### config.mk
export PLATFORM = sky130hd
export DESIGN_NAME = gpio_pattern_select
export DESIGN_NICKNAME = d
export VERILOG_FILES = /design/src/rtl/projector_pkg.sv /design/src/rtl/gpio_sync.sv /design/src/rtl/gpio_pattern_select.sv
export SDC_FILE = /design/constraint.sdc
export NUM_CORES = 1
export LEC_CHECK = 0
export CELL_PAD_IN_SITES_DETAIL_PLACEMENT = 0
export CELL_PAD_IN_SITES_GLOBAL_PLACEMENT = 1
export CORE_AREA = 4 4 83 85
export CTS_CLUSTER_SIZE = 14
export DETAILED_ROUTE_END_ITERATION = 7
export DIE_AREA = 0 0 87 89
export PLACE_DENSITY = 0.68
export SYNTH_ARGS = -nofsm -noshare
export SYNTH_HDL_FRONTEND = slang
export SYNTH_SLANG_ARGS = --single-unit
### constraint.sdc
create_clock -name clk25MHz -period 3.5 [get_ports clk25MHz]
set_clock_uncertainty 0.1 [all_clocks]
set_input_delay 0.525 -clock clk25MHz [delete_from_list [all_inputs] [get_ports clk25MHz]]
set_output_delay 0.525 -clock clk25MHz [all_outputs]
set_load 0.005 [all_outputs]
### src/rtl/projector_pkg.sv
// Types and constants shared by the GPIO pattern-select front end and the
// pattern renderer.
package projector_pkg;

   typedef enum logic [1:0] {
      MODE_VERTICAL   = 2'd0,
      MODE_HORIZONTAL = 2'd1,
      MODE_SMILEY     = 2'd2
   } mode_t;

   localparam logic [2:0] CODE_VERTICAL   = 3'b000;
   localparam logic [2:0] CODE_HORIZONTAL = 3'b111;
   localparam logic [2:0] CODE_SMILEY     = 3'b010;

   typedef enum logic [1:0] {
      STABLE,
      SETTLING,
      PENDING
   } sel_state_t;

   function automatic logic code_valid(input logic [2:0] code);
      return (code == CODE_VERTICAL) || (code == CODE_HORIZONTAL) ||
             (code == CODE_SMILEY);
   endfunction

   // Invalid codes map to VERTICAL but are never committed.
   function automatic mode_t code_to_mode(input logic [2:0] code);
      case (code)
         CODE_HORIZONTAL: return MODE_HORIZONTAL;
         CODE_SMILEY:     return MODE_SMILEY;
         default:         return MODE_VERTICAL;
      endcase
   endfunction

endpackage

### src/rtl/gpio_sync.sv
// Per-bit multi-flop synchroniser for asynchronous GPIO pins.
module gpio_sync #(
   parameter int WIDTH  = 3,
   parameter int STAGES = 2
) (
   input  logic             clk25MHz,
   input  logic             reset,
   input  logic [WIDTH-1:0] d,
   output logic [WIDTH-1:0] q
);

   for (genvar i = 0; i < WIDTH; i++) begin : g_bit
      logic [STAGES-1:0] chain;

      always_ff @(posedge clk25MHz or posedge reset) begin
         if (reset) chain <= '0;
         else       chain <= {chain[STAGES-2:0], d[i]};
      end

      assign q[i] = chain[STAGES-1];
   end

endmodule

### src/rtl/gpio_pattern_select.sv
// Synchronises and debounces the pattern-select pins, then commits the
// decoded pattern mode only on a frame boundary.
module gpio_pattern_select
   import projector_pkg::*;
#(
   parameter int SYNC_STAGES     = 2,
   parameter int DEBOUNCE_CYCLES = 250000,
   parameter int CNT_W           = 18
) (
   input  logic       clk25MHz,
   input  logic       reset,
   input  logic [2:0] gpio_in,
   input  logic       frame_start,
   output logic [1:0] mode,
   output logic       mode_valid,
   output logic       mode_update,
   output logic [2:0] stable_code
);

   localparam logic [CNT_W-1:0] CNT_LAST = CNT_W'(DEBOUNCE_CYCLES - 1);

   logic [2:0]       sync_code;
   logic [2:0]       candidate;
   logic [CNT_W-1:0] cnt;
   mode_t            mode_q;
   sel_state_t       state;

   gpio_sync #(
      .WIDTH  (3),
      .STAGES (SYNC_STAGES)
   ) u_sync (
      .clk25MHz (clk25MHz),
      .reset    (reset),
      .d        (gpio_in),
      .q        (sync_code)
   );

   // Reset lands in SETTLING with candidate 000, so an idle 000 input is
   // still debounced and committed like any other code.
   always_ff @(posedge clk25MHz or posedge reset) begin
      if (reset) begin
         state       <= SETTLING;
         candidate   <= 3'b000;
         cnt         <= '0;
         stable_code <= 3'b000;
         mode_q      <= MODE_VERTICAL;
         mode_valid  <= 1'b0;
         mode_update <= 1'b0;
      end else begin
         mode_update <= 1'b0;
         case (state)
            STABLE: begin
               if (sync_code != stable_code) begin
                  candidate <= sync_code;
                  cnt       <= '0;
                  state     <= SETTLING;
               end
            end
            SETTLING: begin
               if (sync_code != candidate) begin
                  candidate <= sync_code;
                  cnt       <= '0;
               end else if (cnt == CNT_LAST) begin
                  stable_code <= candidate;
                  if (code_valid(candidate) &&
                      ((code_to_mode(candidate) != mode_q) || !mode_valid))
                     state <= PENDING;
                  else
                     state <= STABLE;
               end else begin
                  cnt <= cnt + 1'b1;
               end
            end
            PENDING: begin
               // An input change outranks a coincident frame_start.
               if (sync_code != stable_code) begin
                  candidate <= sync_code;
                  cnt       <= '0;
                  state     <= SETTLING;
               end else if (frame_start) begin
                  mode_q      <= code_to_mode(stable_code);
                  mode_valid  <= 1'b1;
                  mode_update <= 1'b1;
                  state       <= STABLE;
               end
            end
            default: state <= SETTLING;
         endcase
      end
   end

   assign mode = mode_q;

endmodule
==> impl_metrics.py, run 1 <==
metrics = {
    "setup_path": {
        "start_kind": "flop",
        "endpoint_kind": "flop",
        "cp_max_fo": 18,
        "path_class": "flop to flop",
        "arrival_ns": 2.85,
        "cp.required_ns": 3.58,
        "path_buf_inv": 2,
        "cp_slowest_stage_delay_ns": 0.65,
        "crit_chain": "inv_1 -> ha_1 -> or2_2 -> nand4b_1 -> buf_4 -> or3_1 -> o41ai_1",
        "crit_path_top_delay_cell": "or3_1",
        "cpLargestDelayFamily": "simple AND/OR/NAND/NOR gates",
    },
    "die": {
        "die_w_um": 87,
        "start_util_pct": 31.4,
        "core_area_mm2": 0.00620,
        "io_pins": 13,
        "row_count": 29,
        "die_area_mm2": 0.00774,
        "die-height_um": 89,
    },
    "power_and_ir_drop": {
        "ir_worst_vdd_v": 0.000290,
        "net-switching-power_mw": 0.197,
        "power_leakage_nw": 1.02,
        "comb_power_share_pct": 5.6,
        "internal_power_mw": 0.652,
        "seq_power_share_pct": 50.5,
        "power_frac_clock_pct": 43.9,
        "power_mw": 0.848,
        "p_sw_share_pct": 23.2,
        "p_per_area_mw_per_mm2": 376,
    },
    "synthesis": {
        "yosys.area.top_type_share_pct": 45.0,
        "ys_async_sr_fraction_pct": 100,
        "synth_most_common_cell": "dfrtp_1",
        "syn_nets": 199,
        "synth.avg_cell_area_um2": 10.3,
        "synthFlopType": "dfrtp_1",
        "yosys-top-cells-area": "dfrtp_1 (45%), o31ai_1 (7.7%), mux2_2 (4.1%)",
        "ys_ff_latch": 36,
        "synthCells": 188,
        "yosysWarningCount": 0,
        "netlist_top_cells_count": "dfrtp_1 (35), o31ai_1 (20), nor2_1 (14)",
        "synth_edf_count": 0,
        "syn-cell-area_mm2": 0.00195,
        "ys_seq_area_share_pct": 46.4,
        "yosysUniqueCellTypes": 39,
        "synth_area_leader_cell": "dfrtp_1",
    },
    "layout": {
        "drive_gt1_share_pct": 13.9,
        "diodes": 0,
        "fin_area_mm2": 0.00225,
        "stdcell_count": 279,
        "area_growth_pct": 15.8,
        "finalNetCount": 212,
        "nFillCells": 617,
        "final_util_pct": 36.3,
    },
    "timing": {
        "fin_crit_ns": 2.77,
        "fin_crit_sh_pct": 79.1,
        "hold_viol": 0,
        "holdWs_ns": 0.252,
        "final.setup.worst_slack_ns": 0.732,
        "max_clock_freq_ghz": 0.361,
        "tightest_slew_ns": 0.797,
        "relSlewSlack_pct": 46.8,
        "rsz0062_at_grt": "no",
        "maxSlewViolCount": 0,
        "finalSetupViolCount": 0,
        "finalSetupTns_ns": 0,
    },
    "global_routing": {
        "grt_pass1_vias": 1431,
        "track_usage_pct": 11.4,
        "grt_max_degree": 23,
        "antenna_found_initial": 0,
        "grt_pass1_wl_mm": 6.94,
        "overflow": 0,
    },
    "placed_design": {
        "gp_congestion": 0.737,
        "dp_slack_ns": 0.720,
        "postPlaceCellArea_mm2": 0.00214,
        "port-buffer-count": 12,
        "dp.cells": 271,
        "dp_hpwl_mm": 2.74,
    },
    "clocking": {
        "cts_resized": 0,
        "cts_made_buffers": 5,
        "clock_tree.root_cell": "clkbuf_8",
        "htree_levels": 2,
        "path_clk_slew_ns": 0.08,
        "cts_hold_buffers": 0,
        "clock-sinks": 36,
        "post_cts_buffers": 0,
        "clk_latency_ns": 0.29,
        "cts_tree": "yes",
        "clock_path_buffers": 2,
    },
    "route": {
        "drtIter0Drc": 85,
        "antenna_left": 0,
        "firstDrtPassIters": 4,
        "wl_per_cell_um": 14.2,
        "routed_wirelength_mm": 3.95,
        "dr_total_vias": 1479,
        "viasPerCell": 5.30,
        "drc": 0,
    },
    "run_status": {
        "status": "completed",
    },
    "run": {
        "cap_violations": 0,
    },
    "hold_path": {
        "hold_path_class": "flop to flop",
    },
}
-- worst paths after layout --
| check | startpoint | to | slack (ns) | depth (start not counted) |
|---|---|---|---|---|
| setup / recovery | state[0]$_DFFE_PP1P_ | cnt[5]$_DFFE_PP0P_ | 0.73 | 7 |
| hold / removal | u_sync.g_bit[1].chain[0]$_DFF_PP0_ | u_sync.g_bit[1].chain[1]$_DFF_PP0_ | 0.25 | 0 |
| setup reg to reg | state[0]$_DFFE_PP1P_ | cnt[5]$_DFFE_PP0P_ | 0.73 | 7 |
| hold reg to reg | u_sync.g_bit[1].chain[0]$_DFF_PP0_ | u_sync.g_bit[1].chain[1]$_DFF_PP0_ | 0.25 | 0 |
| max in group asynchronous | reset | u_sync.g_bit[1].chain[1]$_DFF_PP0_ | 2.09 | 3 |
| min in group asynchronous | reset | cnt[3]$_DFFE_PP0P_ | 0.57 | 2 |
-- final cells by class --
class	instances	area, µm²	share of cell area, %
Clock buffer	5	68.8	3.05
Multi-Input combinational cell	131	948	42.1
Inverter	10	37.5	1.67
Tap cell	77	96.3	4.28
Sequential cell	36	902	40.0
Clock inverter	3	42.5	1.89
Timing Repair Buffer	17	158	7.00
-- power groups by stage --
stage / combinational [mW] / sequential [mW] / clock (mW)
after global placement: 0.0493 / 0.436 / 0
after CTS: 0.0492 / 0.428 / 0.382
after floorplan: 0.0348 / 0.435 / 0
after detailed placement: 0.0490 / 0.437 / 0
after global routing: 0.0552 / 0.429 / 0.396
final: 0.0475 / 0.428 / 0.372
-- layer usage --
| metal | routed length, µm | vias to the layer above | part of all wire (%) | track usage [%] |
|---|---|---|---|---|
| li1 | - | 726 | - | - |
| met1 | 1900 | 726 | 48 | 15.3 |
| met2 | 1850 | 20 | 47 | 17.8 |
| met3 | 119 | 7 | 3.0 | 2.49 |
| met4 | 77 | 0 | 1.9 | 4.67 |
| met5 | 0 | - | 0 | 0 |
-- flip-flops by register name, summed over array words and instances, names as in the netlist --
name                flops
u_sync.g_bit.chain      6
state                   2
mode                    2
mode_update             1
stable_code             3
candidate               3
mode_valid              1
cnt                    18
-- cells in the final DEF (no fill, tap or decap), drive strengths merged --
cell type       n
dfrtp          35
nand2           5
clkdlybuf4s50  12
o32ai           1
nand4           6
o21ai           9
a41oi           1
or4b            1
nor4bb          1
nor2           14
nor2b           3
nand2b          2
clkinvlp        1
a21oi           4
or3             2
clkinv          1
and4b           1
buf             5
inv            10
a22o            1
dfstp           1
ha              5
xnor2           3
nand3          12
and4            2
a21o            2
clkbuf          5
or2             2
a31oi           4
nor3            5
a211oi          1
mux2            7
o41ai           4
mux2i           2
nand4b          2
and3            1
xor2            3
o31ai          25
bufinv          1
-- worst reg2reg max path: cells and delay by family (launching register included) --
family          cells  cell delay [ns]
compound gates      1             0.38
buf+inv             2             0.28
fa+ha+maj           1             0.23
simple gates        3             1.12
flops               1             0.55
-- logic make-up (layout without fill, tap and decap cells) --
logic type               count (synthesis)  in the layout  synth area share (%)
flip-flops                              36             36                  46.4
AND/OR/NAND/NOR                         59             59                  16.5
XOR/XNOR                                 6              6                  2.70
adder cells (fa/ha/maj)                  5              5                  3.22
AO/OA/AOI/OAI                           52             52                  21.2
multiplexers                             9              9                  5.08
buffers and inverters                   21             35                  4.89
No activity file was read; power rests on OpenSTA's default activity.
==> run 2, diff against run 1 <==
clock period = 2.8 ns   (was 3.5 ns; I/O delays follow)
==> run 2 against run 1 <==
Against the previous run: global-route usage increased by 0.66 points; setup slack got worse by 0.46 ns; critical path depth unchanged; sequential share of layout area decreased by 0.067 points; combinational power increased by 34%; largest cell class unchanged; register-to-register slack got worse by 0.46 ns; non-clock buffer count increased by 3; cell count increased by 1.1%; flip-flop and latch count unchanged.
==> impl_metrics.py, run 2 (synthesis results as in run 1) <==
metrics = {
    "layout": {
        "largest_reg_flops": 18,
        "reg_top3": "cnt (18), u_sync.g_bit.chain (6)",
        "final_cell_mix": "dfrtp_1 (35), o31ai_1 (20), nor2_1 (14)",
        "fin_area_mm2": 0.00226,
        "diodes": 0,
        "nFillCells": 626,
        "largest-register": "cnt",
        "stdcell_count": 282,
        "area_growth_pct": 16.0,
        "drive_gt1_share_pct": 15.1,
        "finalNetCount": 215,
        "final_common_cell": "dfrtp_1",
    },
    "timing": {
        "fin_crit_sh_pct": 90.2,
        "holdWs_ns": 0.254,
        "relSlewSlack_pct": 59.8,
        "hold_viol": 0,
        "fin_crit_ns": 2.52,
        "rsz0062_at_grt": "no",
        "tightest_slew_ns": 0.598,
        "maxSlewViolCount": 0,
        "finalSetupTns_ns": 0,
        "max_clock_freq_ghz": 0.396,
        "finalSetupViolCount": 0,
    },
    "clocking": {
        "clock_tree.root_cell": "clkbuf_8",
        "cts_hold_buffers": 0,
        "path_clk_slew_ns": 0.08,
        "post_cts_buffers": 0,
        "cts_tree": "yes",
        "clock_path_buffers": 2,
        "clk_latency_ns": 0.29,
        "htree_levels": 2,
        "cts_made_buffers": 5,
        "cts_resized": 0,
        "clock-sinks": 36,
    },
    "die": {
        "io_pins": 13,
        "core_area_mm2": 0.00620,
        "die-height_um": 89,
        "row_count": 29,
        "start_util_pct": 31.4,
        "die_area_mm2": 0.00774,
        "die_w_um": 87,
    },
    "global_routing": {
        "grt_pass1_vias": 1447,
        "overflow": 0,
        "grt_pass1_wl_mm": 7.32,
        "track_usage_pct": 12.1,
        "grt_max_degree": 37,
        "antenna_found_initial": 0,
    },
    "run": {
        "cap_violations": 0,
    },
    "setup_path": {
        "endpoint_kind": "flop",
        "start_kind": "flop",
        "cp_max_fo": 8,
        "cp.required_ns": 2.89,
        "path_class": "flop to flop",
        "regToRegEndpoint": "cnt[7]$_DFFE_PP0P_",
        "reg2reg_from": "state[0]$_DFFE_PP1P_",
        "r2r_slack_ns": 0.28,
        "rr_worst_depth": 7,
        "arrival_ns": 2.61,
    },
    "hold_path": {
        "min_from": "u_sync.g_bit[1].chain[0]$_DFF_PP0_",
        "hold_path_class": "flop to flop",
        "hold_end": "u_sync.g_bit[1].chain[1]$_DFF_PP0_",
        "hold_depth": 0,
    },
    "power_and_ir_drop": {
        "p_per_area_mw_per_mm2": 435,
        "internal_power_mw": 0.729,
        "p_sw_share_pct": 25.7,
        "ir_worst_vdd_v": 0.000231,
        "power_leakage_nw": 1.02,
        "comb_power_share_pct": 6.5,
        "net-switching-power_mw": 0.252,
        "power_frac_clock_pct": 39.0,
        "seq_power_share_pct": 54.6,
    },
    "route": {
        "dr_total_vias": 1486,
        "viasPerCell": 5.27,
        "drtIter0Drc": 131,
        "routed_wirelength_mm": 4.22,
        "firstDrtPassIters": 4,
        "antenna_left": 0,
        "drc": 0,
        "wl_per_cell_um": 15.0,
    },
    "placed_design": {
        "port-buffer-count": 12,
        "dp.cells": 274,
        "dp_hpwl_mm": 2.86,
        "postPlaceCellArea_mm2": 0.00216,
        "gp_congestion": 0.721,
    },
    "run_status": {
        "status": "completed",
    },
}
-- run 2: cell count changes in the layout (fill, tap and decap cells not counted), sizes merged --
cell	change
bufinv	-1
buf	+3
clkinvlp	+1
-- run 2: worst max-delay path, cell delays in order (launching register included) --
cell and delay, ns:
dfstp_2 0.55, inv_1 0.07, ha_1 0.23, or2_2 0.31, a21o_1 0.17, or3_1 0.52
buf_4 0.24, o41ai_1 0.23
-- run 2: cell type report --
class                   count  area, µm²  area share [%]
inverters                  10       37.5            1.66
clock buffers               5       68.8            3.05
flip-flops and latches     36        902            40.0
multi-input cells         131        948            42.0
repair buffers             20        180            7.98
clock inverters             3       23.8            1.05
well taps                  77       96.3            4.27
-- run 2: per-layer routing --
layer	vias up	routed length, µm	track usage (%)
met2	37	1900	18.2
li1	737	-	-
met1	707	2080	17.5
met3	5	187	2.49
met5	-	0	0
met4	0	53	3.40
-- run 2: worst max-delay path by stage --
stage	startpoint	to	slack (ns)	depth (start not counted)
after detailed placement	state[0]$_DFFE_PP1P_	cnt[7]$_DFFE_PP0P_	0.31	7
after floorplan	state[0]$_DFFE_PP1P_	cnt[10]$_DFFE_PP0P_	0.37	8
final	state[0]$_DFFE_PP1P_	cnt[7]$_DFFE_PP0P_	0.28	7
after global routing	state[0]$_DFFE_PP1P_	cnt[7]$_DFFE_PP0P_	0.11	7
after global placement	cnt[7]$_DFFE_PP0P_	cnt[11]$_DFFE_PP0P_	0.36	6
after CTS	state[0]$_DFFE_PP1P_	cnt[7]$_DFFE_PP0P_	0.27	7
-- run 2: power groups by stage --
stage	Clock, mW	Sequential, mW	Combinational, mW
after floorplan	0	0.544	0.0436
after global placement	0	0.545	0.0642
after detailed placement	0	0.546	0.0647
after CTS	0.402	0.535	0.0654
after global routing	0.421	0.536	0.0724
final	0.382	0.535	0.0635
-- run 2: through the flow --
step	setup slack (ns)	util [%]	total power, mW
floorplan	0.371	-	0.587
global placement	0.356	34.9	0.609
detailed placement	0.310	34.9	0.610
CTS	0.273	36.4	1.00
global route	0.108	36.4	1.03
finish	0.275	36.4	0.981
